[src/rtl/sp_ram_req_ctrl_if.sv]
// Request/response handshake bundle for sp_ram_req_ctrl.
// master: client (drives req_*, rsp_ready); slave: controller.
interface sp_ram_req_ctrl_if #(
   parameter int AW = 5,
   parameter int DW = 4
);
   logic          req_valid;
   logic          req_ready;
   logic          req_we;
   logic [AW-1:0] req_addr;
   logic [DW-1:0] req_wdata;
   logic          rsp_valid;
   logic          rsp_ready;
   logic [DW-1:0] rsp_rdata;

   modport master (
      output req_valid, req_we, req_addr, req_wdata, rsp_ready,
      input  req_ready, rsp_valid, rsp_rdata
   );

   modport slave (
      input  req_valid, req_we, req_addr, req_wdata, rsp_ready,
      output req_ready, rsp_valid, rsp_rdata
   );
endinterface

[src/rtl/sp_ram_req_ctrl.sv]
// Request front-end for a single-port registered-input RAM with in-order
// read responses through a credit-limited response FIFO.
// Ports: clk, rst (sync, active-high); bus (slave: req_valid/ready/we/
// addr/wdata, rsp_valid/ready/rdata); init_done; ram_we/addr/din out,
// ram_dout in. Define SP_RAM_CTRL_INIT_EN to zero-fill the RAM after reset.
module sp_ram_req_ctrl #(
   parameter int AW        = 5,
   parameter int DW        = 4,
   parameter int RD_LAT    = 2,
   parameter int RSP_DEPTH = 4
) (
   input  logic             clk,
   input  logic             rst,
   sp_ram_req_ctrl_if.slave bus,
   output logic             init_done,
   output logic             ram_we,
   output logic [AW-1:0]    ram_addr,
   output logic [DW-1:0]    ram_din,
   input  logic [DW-1:0]    ram_dout
);
   localparam int PW = $clog2(RSP_DEPTH);
   localparam int CW = $clog2(RSP_DEPTH + 1);
   localparam int OW = $clog2(RSP_DEPTH + RD_LAT + 1);

   logic          run;
   logic          init_act;
   logic [AW-1:0] init_ram_addr;

`ifdef SP_RAM_CTRL_INIT_EN
   typedef enum logic {INIT, RUN} state_t;
   localparam logic [AW:0] A_ONE = 1;

   state_t      state_q, state_d;
   logic [AW:0] init_addr_q, init_addr_d;

   always_ff @(posedge clk) begin
      if (rst) begin
         state_q     <= INIT;
         init_addr_q <= '0;
      end else begin
         state_q     <= state_d;
         init_addr_q <= init_addr_d;
      end
   end

   // Extra counter bit flags the terminal count without wrapping.
   always_comb begin
      state_d     = state_q;
      init_addr_d = init_addr_q;
      unique case (state_q)
         INIT: begin
            init_addr_d = init_addr_q + A_ONE;
            if (init_addr_d[AW])
               state_d = RUN;
         end
         RUN: ;
      endcase
   end

   assign run           = (state_q == RUN);
   assign init_act      = (state_q == INIT);
   assign init_ram_addr = init_addr_q[AW-1:0];
`else
   assign run           = 1'b1;
   assign init_act      = 1'b0;
   assign init_ram_addr = '0;
`endif

   assign init_done = run;

   logic [RD_LAT-1:0] pipe_q, pipe_d;
   logic [PW-1:0]     rd_ptr_q, wr_ptr_q;
   logic [CW-1:0]     count_q;
   logic [OW-1:0]     outstanding;
   logic [AW-1:0]     addr_q;
   logic [DW-1:0]     din_q;
   logic [DW-1:0]     fifo_mem [RSP_DEPTH];
   logic              fire, push, pop;

   // Credits cover both reads in the RAM pipe and those in the FIFO.
   always_comb begin
      outstanding = OW'(count_q);
      for (int i = 0; i < RD_LAT; i++)
         outstanding = outstanding + OW'(pipe_q[i]);
   end

   assign bus.req_ready = !rst && run
                        && (outstanding < OW'(RSP_DEPTH));
   assign fire = bus.req_valid && bus.req_ready;
   assign push = pipe_q[RD_LAT-1];
   assign pop  = bus.rsp_valid && bus.rsp_ready;

   // The RAM registers its inputs, so a combinational mux is safe here.
   always_comb begin
      ram_we   = 1'b0;
      ram_addr = addr_q;
      ram_din  = din_q;
      if (rst) begin
         ram_addr = '0;
         ram_din  = '0;
      end else if (init_act) begin
         ram_we   = 1'b1;
         ram_addr = init_ram_addr;
         ram_din  = '0;
      end else if (fire) begin
         ram_we   = bus.req_we;
         ram_addr = bus.req_addr;
         ram_din  = bus.req_wdata;
      end
   end

   always_comb begin
      pipe_d    = '0;
      pipe_d[0] = fire && !bus.req_we;
      for (int i = 1; i < RD_LAT; i++)
         pipe_d[i] = pipe_q[i-1];
   end

   function automatic logic [PW-1:0] nxt_ptr(input logic [PW-1:0] p);
      return (p == PW'(RSP_DEPTH - 1)) ? '0 : p + PW'(1);
   endfunction

   always_ff @(posedge clk) begin
      if (rst) begin
         pipe_q   <= '0;
         rd_ptr_q <= '0;
         wr_ptr_q <= '0;
         count_q  <= '0;
         addr_q   <= '0;
         din_q    <= '0;
      end else begin
         pipe_q <= pipe_d;
         addr_q <= ram_addr;
         din_q  <= ram_din;
         if (push)
            wr_ptr_q <= nxt_ptr(wr_ptr_q);
         if (pop)
            rd_ptr_q <= nxt_ptr(rd_ptr_q);
         if (push && !pop)
            count_q <= count_q + CW'(1);
         else if (!push && pop)
            count_q <= count_q - CW'(1);
      end
   end

   always_ff @(posedge clk) begin
      if (push)
         fifo_mem[wr_ptr_q] <= ram_dout;
   end

   assign bus.rsp_valid = (count_q != '0);
   assign bus.rsp_rdata = bus.rsp_valid ? fifo_mem[rd_ptr_q] : '0;
endmodule

[src/flat_wrapper.sv]
// flat-port wrapper written by rule: the top's interface ports become plain ports
module sp_ram_req_ctrl_flat 
#(
   parameter int AW        = 5,
   parameter int DW        = 4,
   parameter int RD_LAT    = 2,
   parameter int RSP_DEPTH = 4
)
  (clk, rst, init_done, ram_we, ram_addr, ram_din, ram_dout, bus_req_valid, bus_req_we, bus_req_addr, bus_req_wdata, bus_rsp_ready, bus_req_ready, bus_rsp_valid, bus_rsp_rdata);
  sp_ram_req_ctrl_if #(.AW(AW), .DW(DW)) bus_i ();
  input  logic clk;
  input  logic rst;
  output logic init_done;
  output logic ram_we;
  output logic [AW-1:0] ram_addr;
  output logic [DW-1:0] ram_din;
  input  logic [DW-1:0] ram_dout;
  input wire logic [$bits(bus_i.req_valid)-1:0] bus_req_valid;
  input wire logic [$bits(bus_i.req_we)-1:0] bus_req_we;
  input wire logic [$bits(bus_i.req_addr)-1:0] bus_req_addr;
  input wire logic [$bits(bus_i.req_wdata)-1:0] bus_req_wdata;
  input wire logic [$bits(bus_i.rsp_ready)-1:0] bus_rsp_ready;
  output wire logic [$bits(bus_i.req_ready)-1:0] bus_req_ready;
  output wire logic [$bits(bus_i.rsp_valid)-1:0] bus_rsp_valid;
  output wire logic [$bits(bus_i.rsp_rdata)-1:0] bus_rsp_rdata;
  assign bus_i.req_valid = bus_req_valid;
  assign bus_i.req_we = bus_req_we;
  assign bus_i.req_addr = bus_req_addr;
  assign bus_i.req_wdata = bus_req_wdata;
  assign bus_i.rsp_ready = bus_rsp_ready;
  assign bus_req_ready = bus_i.req_ready;
  assign bus_rsp_valid = bus_i.rsp_valid;
  assign bus_rsp_rdata = bus_i.rsp_rdata;
  sp_ram_req_ctrl #(.AW(AW), .DW(DW), .RD_LAT(RD_LAT), .RSP_DEPTH(RSP_DEPTH)) u_core (.clk(clk), .rst(rst), .bus(bus_i), .init_done(init_done), .ram_we(ram_we), .ram_addr(ram_addr), .ram_din(ram_din), .ram_dout(ram_dout));
endmodule
[config.mk]
export PLATFORM = sky130hd
export DESIGN_NAME = sp_ram_req_ctrl_flat
export DESIGN_NICKNAME = d
export VERILOG_FILES = /design/src/rtl/sp_ram_req_ctrl_if.sv /design/src/rtl/sp_ram_req_ctrl.sv /design/src/flat_wrapper.sv
export SDC_FILE = /design/constraint.sdc
export NUM_CORES = 1
export LEC_CHECK = 0
export BUFFER_PORTS_ARGS = -buffer_cell sky130_fd_sc_hd__buf_2
export CORE_MARGIN = 2
export CORE_UTILIZATION = 48
export DETAILED_ROUTE_END_ITERATION = 10
export GPL_TIMING_DRIVEN = 0
export PLACE_DENSITY = 0.75
export SLEW_MARGIN = 20
export SYNTH_ARGS = -nofsm -noshare
export SYNTH_HDL_FRONTEND = slang
export SYNTH_SLANG_ARGS = --single-unit
[constraint.sdc]
create_clock -name clk -period 2.2 [get_ports clk]
set_input_delay 0.11 -clock clk [delete_from_list [all_inputs] [get_ports clk]]
set_output_delay 0.11 -clock clk [all_outputs]
set_load 0.03 [all_outputs]
==> impl_metrics.yaml <==
global_route:
  grt_start_max_net_pins: 19
  overflow: 0
  track_usage_pct: 16.25
  grt_pass1_vias: 1073
  grt_pass1_wl_um: 4823
  antenna_found_initial: 0
detailed_routing:
  final_antenna_net_count: 0
  wirelength_um: 3066
  drt-vias-per-instance: 4.861
  wire_per_inst_um: 13.33
  num_vias: 1118
  firstDrtPassIters: 4
  drc: 0
  drt_iter0_drc: 26
final_layout:
  antennaDiodeCount: 0
  drive_gt1_share_pct: 30.98
  area_delta_synth_final_pct: 27.56
  nets: 209
  stdcell_count: 230
  utilization_pct: 63.15
floorplanning:
  die_w_um: 62.44
  row_count: 21
  die_y_um: 62.44
  die_area_um2: 3898
  io_pins: 35
  start_util_pct: 49.51
  coreArea_um2: 3311
timing:
  fin_tns_setup_ps: 0
  fmax_mhz: 473.8
  rsz0062_at_grt: "yes"
  tightest_slew_ps: 749.2
  finalCriticalPeriod_ps: 2111
  hold_violations: 0
  relSlewSlack_pct: 49.67
  finClkSkew_ps: 3.995
  fin_crit_sh_pct: 95.94
  maxSlewViolCount: 0
  setup_violations: 0
power_and_ir_drop:
  p_leak_nw: 0.9072
  vdd_drop_max_uv: 634.6
  pwr_density_cell_nw_per_um2: 1055
worst_setup_path:
  worstSetupPathType: "flop to output pin"
  path_cells: "ha_4, and3_1, o221a_4, buf_12, mux2i_1, buf_2"
  r2r_end: "u_core.count_q[2]$_SDFFE_PP0P_"
  arrival_ps: 2000
  path_depth: 6
  crit_path_top_delay_cell: "dfxtp_4"
  crit_fanout: 9
  cp-startpoint: "u_core.count_q[0]$_SDFFE_PP0P_"
  crit_family: "flip-flops"
  crit_required_ps: 2090
  startpoint_type: "flop"
  ff2ff_setup_slack_ps: 100
  critPathCaptureType: "output pin"
  critPathBufInv: 2
  r2r_start: "u_core.count_q[1]$_SDFFE_PP0P_"
  crit_path_end: "ram_din[3]"
  worstRegToRegCells: 7
  slowest_delay_ps: 390
flow_run:
  drv_cap: 0
hold_path:
  hold_class: "input pin to flop"
logic_synthesis:
  synthMuxAreaShare_pct: 18.32
  netlist_area_um2: 1639
  synthAdderAreaFrac_pct: 6.565
  ys_types: 29
  synth_compound_area_share_pct: 3.817
  yosysWarnings: 0
  seq_area_frac_synth_pct: 53.74
  postSynthCellCount: 136
  synth-seq-cells: 36
  syn_area_per_cell_um2: 12.05
  synthXorXnorAreaFrac_pct: 1.069
  syn-num-nets: 162
  synthArstFlopShare_pct: 0
  ys.flop_type: "dfxtp_1"
  synth_top_family_by_area: "multiplexers"
  synth-simple-area-share_pct: 11.83
  synth-edff-count: 16
placed_design:
  dp.cells: 214
  hpwl_um: 2114
  gp_congestion: 0.7476
  port_buffers: 32
clocking:
  cts_buffer_depth: 2
  cts_buffers: 5
  clock_sinks: 36
  clk-insertion-delay-late_ps: 340
  root_buffer: "clkbuf_4"
  cts_tree: "built"
  clk_pin_slew_ps: 100
  htreeDepth: 2
status:
  status: "completed"
-- tightest hold or removal path, cell delays in order --
cell    delay, ps
buf_2         110
inv_1          60
nor3_1         50
-- where the power goes --
group / internal, mW / switching (mW) / leakage [nW]
Combinational: 0.394 / 0.482 / 0.556
Sequential: 0.778 / 0.0941 / 0.309
Clock: 0.238 / 0.220 / 0.0422
Total: 1.41 / 0.796 / 0.907
-- metrics by stage --
stage | setup WS (ps) | hold WS [ps] | instance area (um^2) | total power [mW]
final | 89.27 | 30.54 | 2091 | 2.205
after CTS | 19.07 | 10.44 | 2014 | 2.140
after floorplan | 98.08 | 186.8 | 1639 | 1.453
after global routing | -26.20 | 34.03 | 2091 | 2.328
after detailed placement | -104.7 | 292.5 | 1857 | 1.654
after global placement | -12.41 | 287.9 | 1857 | 1.618
-- repair_timing --
action	CTS	global route
pin swaps	0	1
endpoints found under the setup margin	10	10
buffers inserted	0	3
gates cloned	0	1
endpoints found under the hold margin	17	0
hold buffers	5	0
gates resized for setup	11	8
-- cell families after synthesis --
| group | Yosys count |
|---|---|
| adders and majority gates | 8 |
| xor gates and xnor gates | 2 |
| and+or+nand+nor | 41 |
| buffers and inverters | 14 |
| other | 1 |
| muxes | 25 |
| DFF | 36 |
| AOI/OAI and AO/OA | 9 |
-- layout by cell type, fill, tap and decap left out --
cell,n
nor3b_1,1
clkbuf_16,1
buf_4,9
buf_2,28
inv_1,8
dfxtp_1,18
o31ai_4,1
nor2b_1,5
mux2i_1,20
a21bo_1,1
buf_12,1
a21oi_1,3
dlygate4sd3_1,5
clkinv_1,1
mux2i_2,1
dfxtp_4,2
nand2b_1,1
clkbuf_1,2
fa_1,1
clkbuf_4,5
clkinv_2,1
ha_4,1
a21oi_2,1
o21ai_0,1
mux4_2,4
nand2_1,19
o221a_4,1
and3_1,1
bufinv_16,1
xor2_1,2
nor3_1,3
o221ai_1,1
ha_1,6
nor2_1,5
conb_1,1
and2_1,4
edfxtp_1,16
or3_1,2
-- metal layers --
layer / up-vias / global-route usage [%] / part of all wire (%)
met1: 523 / 18.29 / 41
li1: 567 / - / -
met3: 4 / 5.045 / 4.4
met5: - / 0 / 0
met4: 0 / 6.667 / 1.0
met2: 24 / 28.49 / 53
-- layout make-up --
class                      instances  area, um^2
fill                             280        1220
inverter                           9       33.78
tap                               46       57.56
sequential                        36       888.4
buffer                             4       36.28
timing repair buffer              41       270.3
multi-input combinational         86       728.2
clock buffer                       6       41.29
clock inverter                     2       35.03
-- flip-flops by register name, summed over array words and instances, names as in the netlist, named ones only --
signal and flops:
u_core.rd_ptr_q 2, u_core.din_q 4, u_core.addr_q 5, u_core.wr_ptr_q 2, u_core.pipe_q 2, u_core.count_q 3
u_core.fifo_mem 16
-- Yosys cell counts, drive strengths merged, types with 2 or more instances --
cell     n  area share [%]
edfxtp  16              29
dfxtp   20              24
mux2i   21              13
inv      8             1.8
or3      2            0.76
mux4     4             5.5
ha       7             5.3
nor2b    5             1.9
a21oi    4             1.2
nor2     5             1.1
and2     4             1.5
buf      4             2.1
xor2     2             1.1
nor3     3            0.92
nand2   19             4.4
-- worst min path at each step --
| stage | start | to | depth (start not counted) |
|---|---|---|---|
| finish | bus_req_valid | u_core.pipe_q[0]$_SDFF_PP0_ | 3 |
| global route | bus_req_valid | u_core.pipe_q[0]$_SDFF_PP0_ | 3 |
| CTS | bus_req_valid | u_core.pipe_q[0]$_SDFF_PP0_ | 3 |
| detailed placement | bus_req_we | u_core.pipe_q[0]$_SDFF_PP0_ | 2 |
| global placement | bus_req_we | u_core.pipe_q[0]$_SDFF_PP0_ | 2 |
| floorplan | bus_req_we | u_core.pipe_q[0]$_SDFF_PP0_ | 1 |
(Power assumes the default switching activity.)
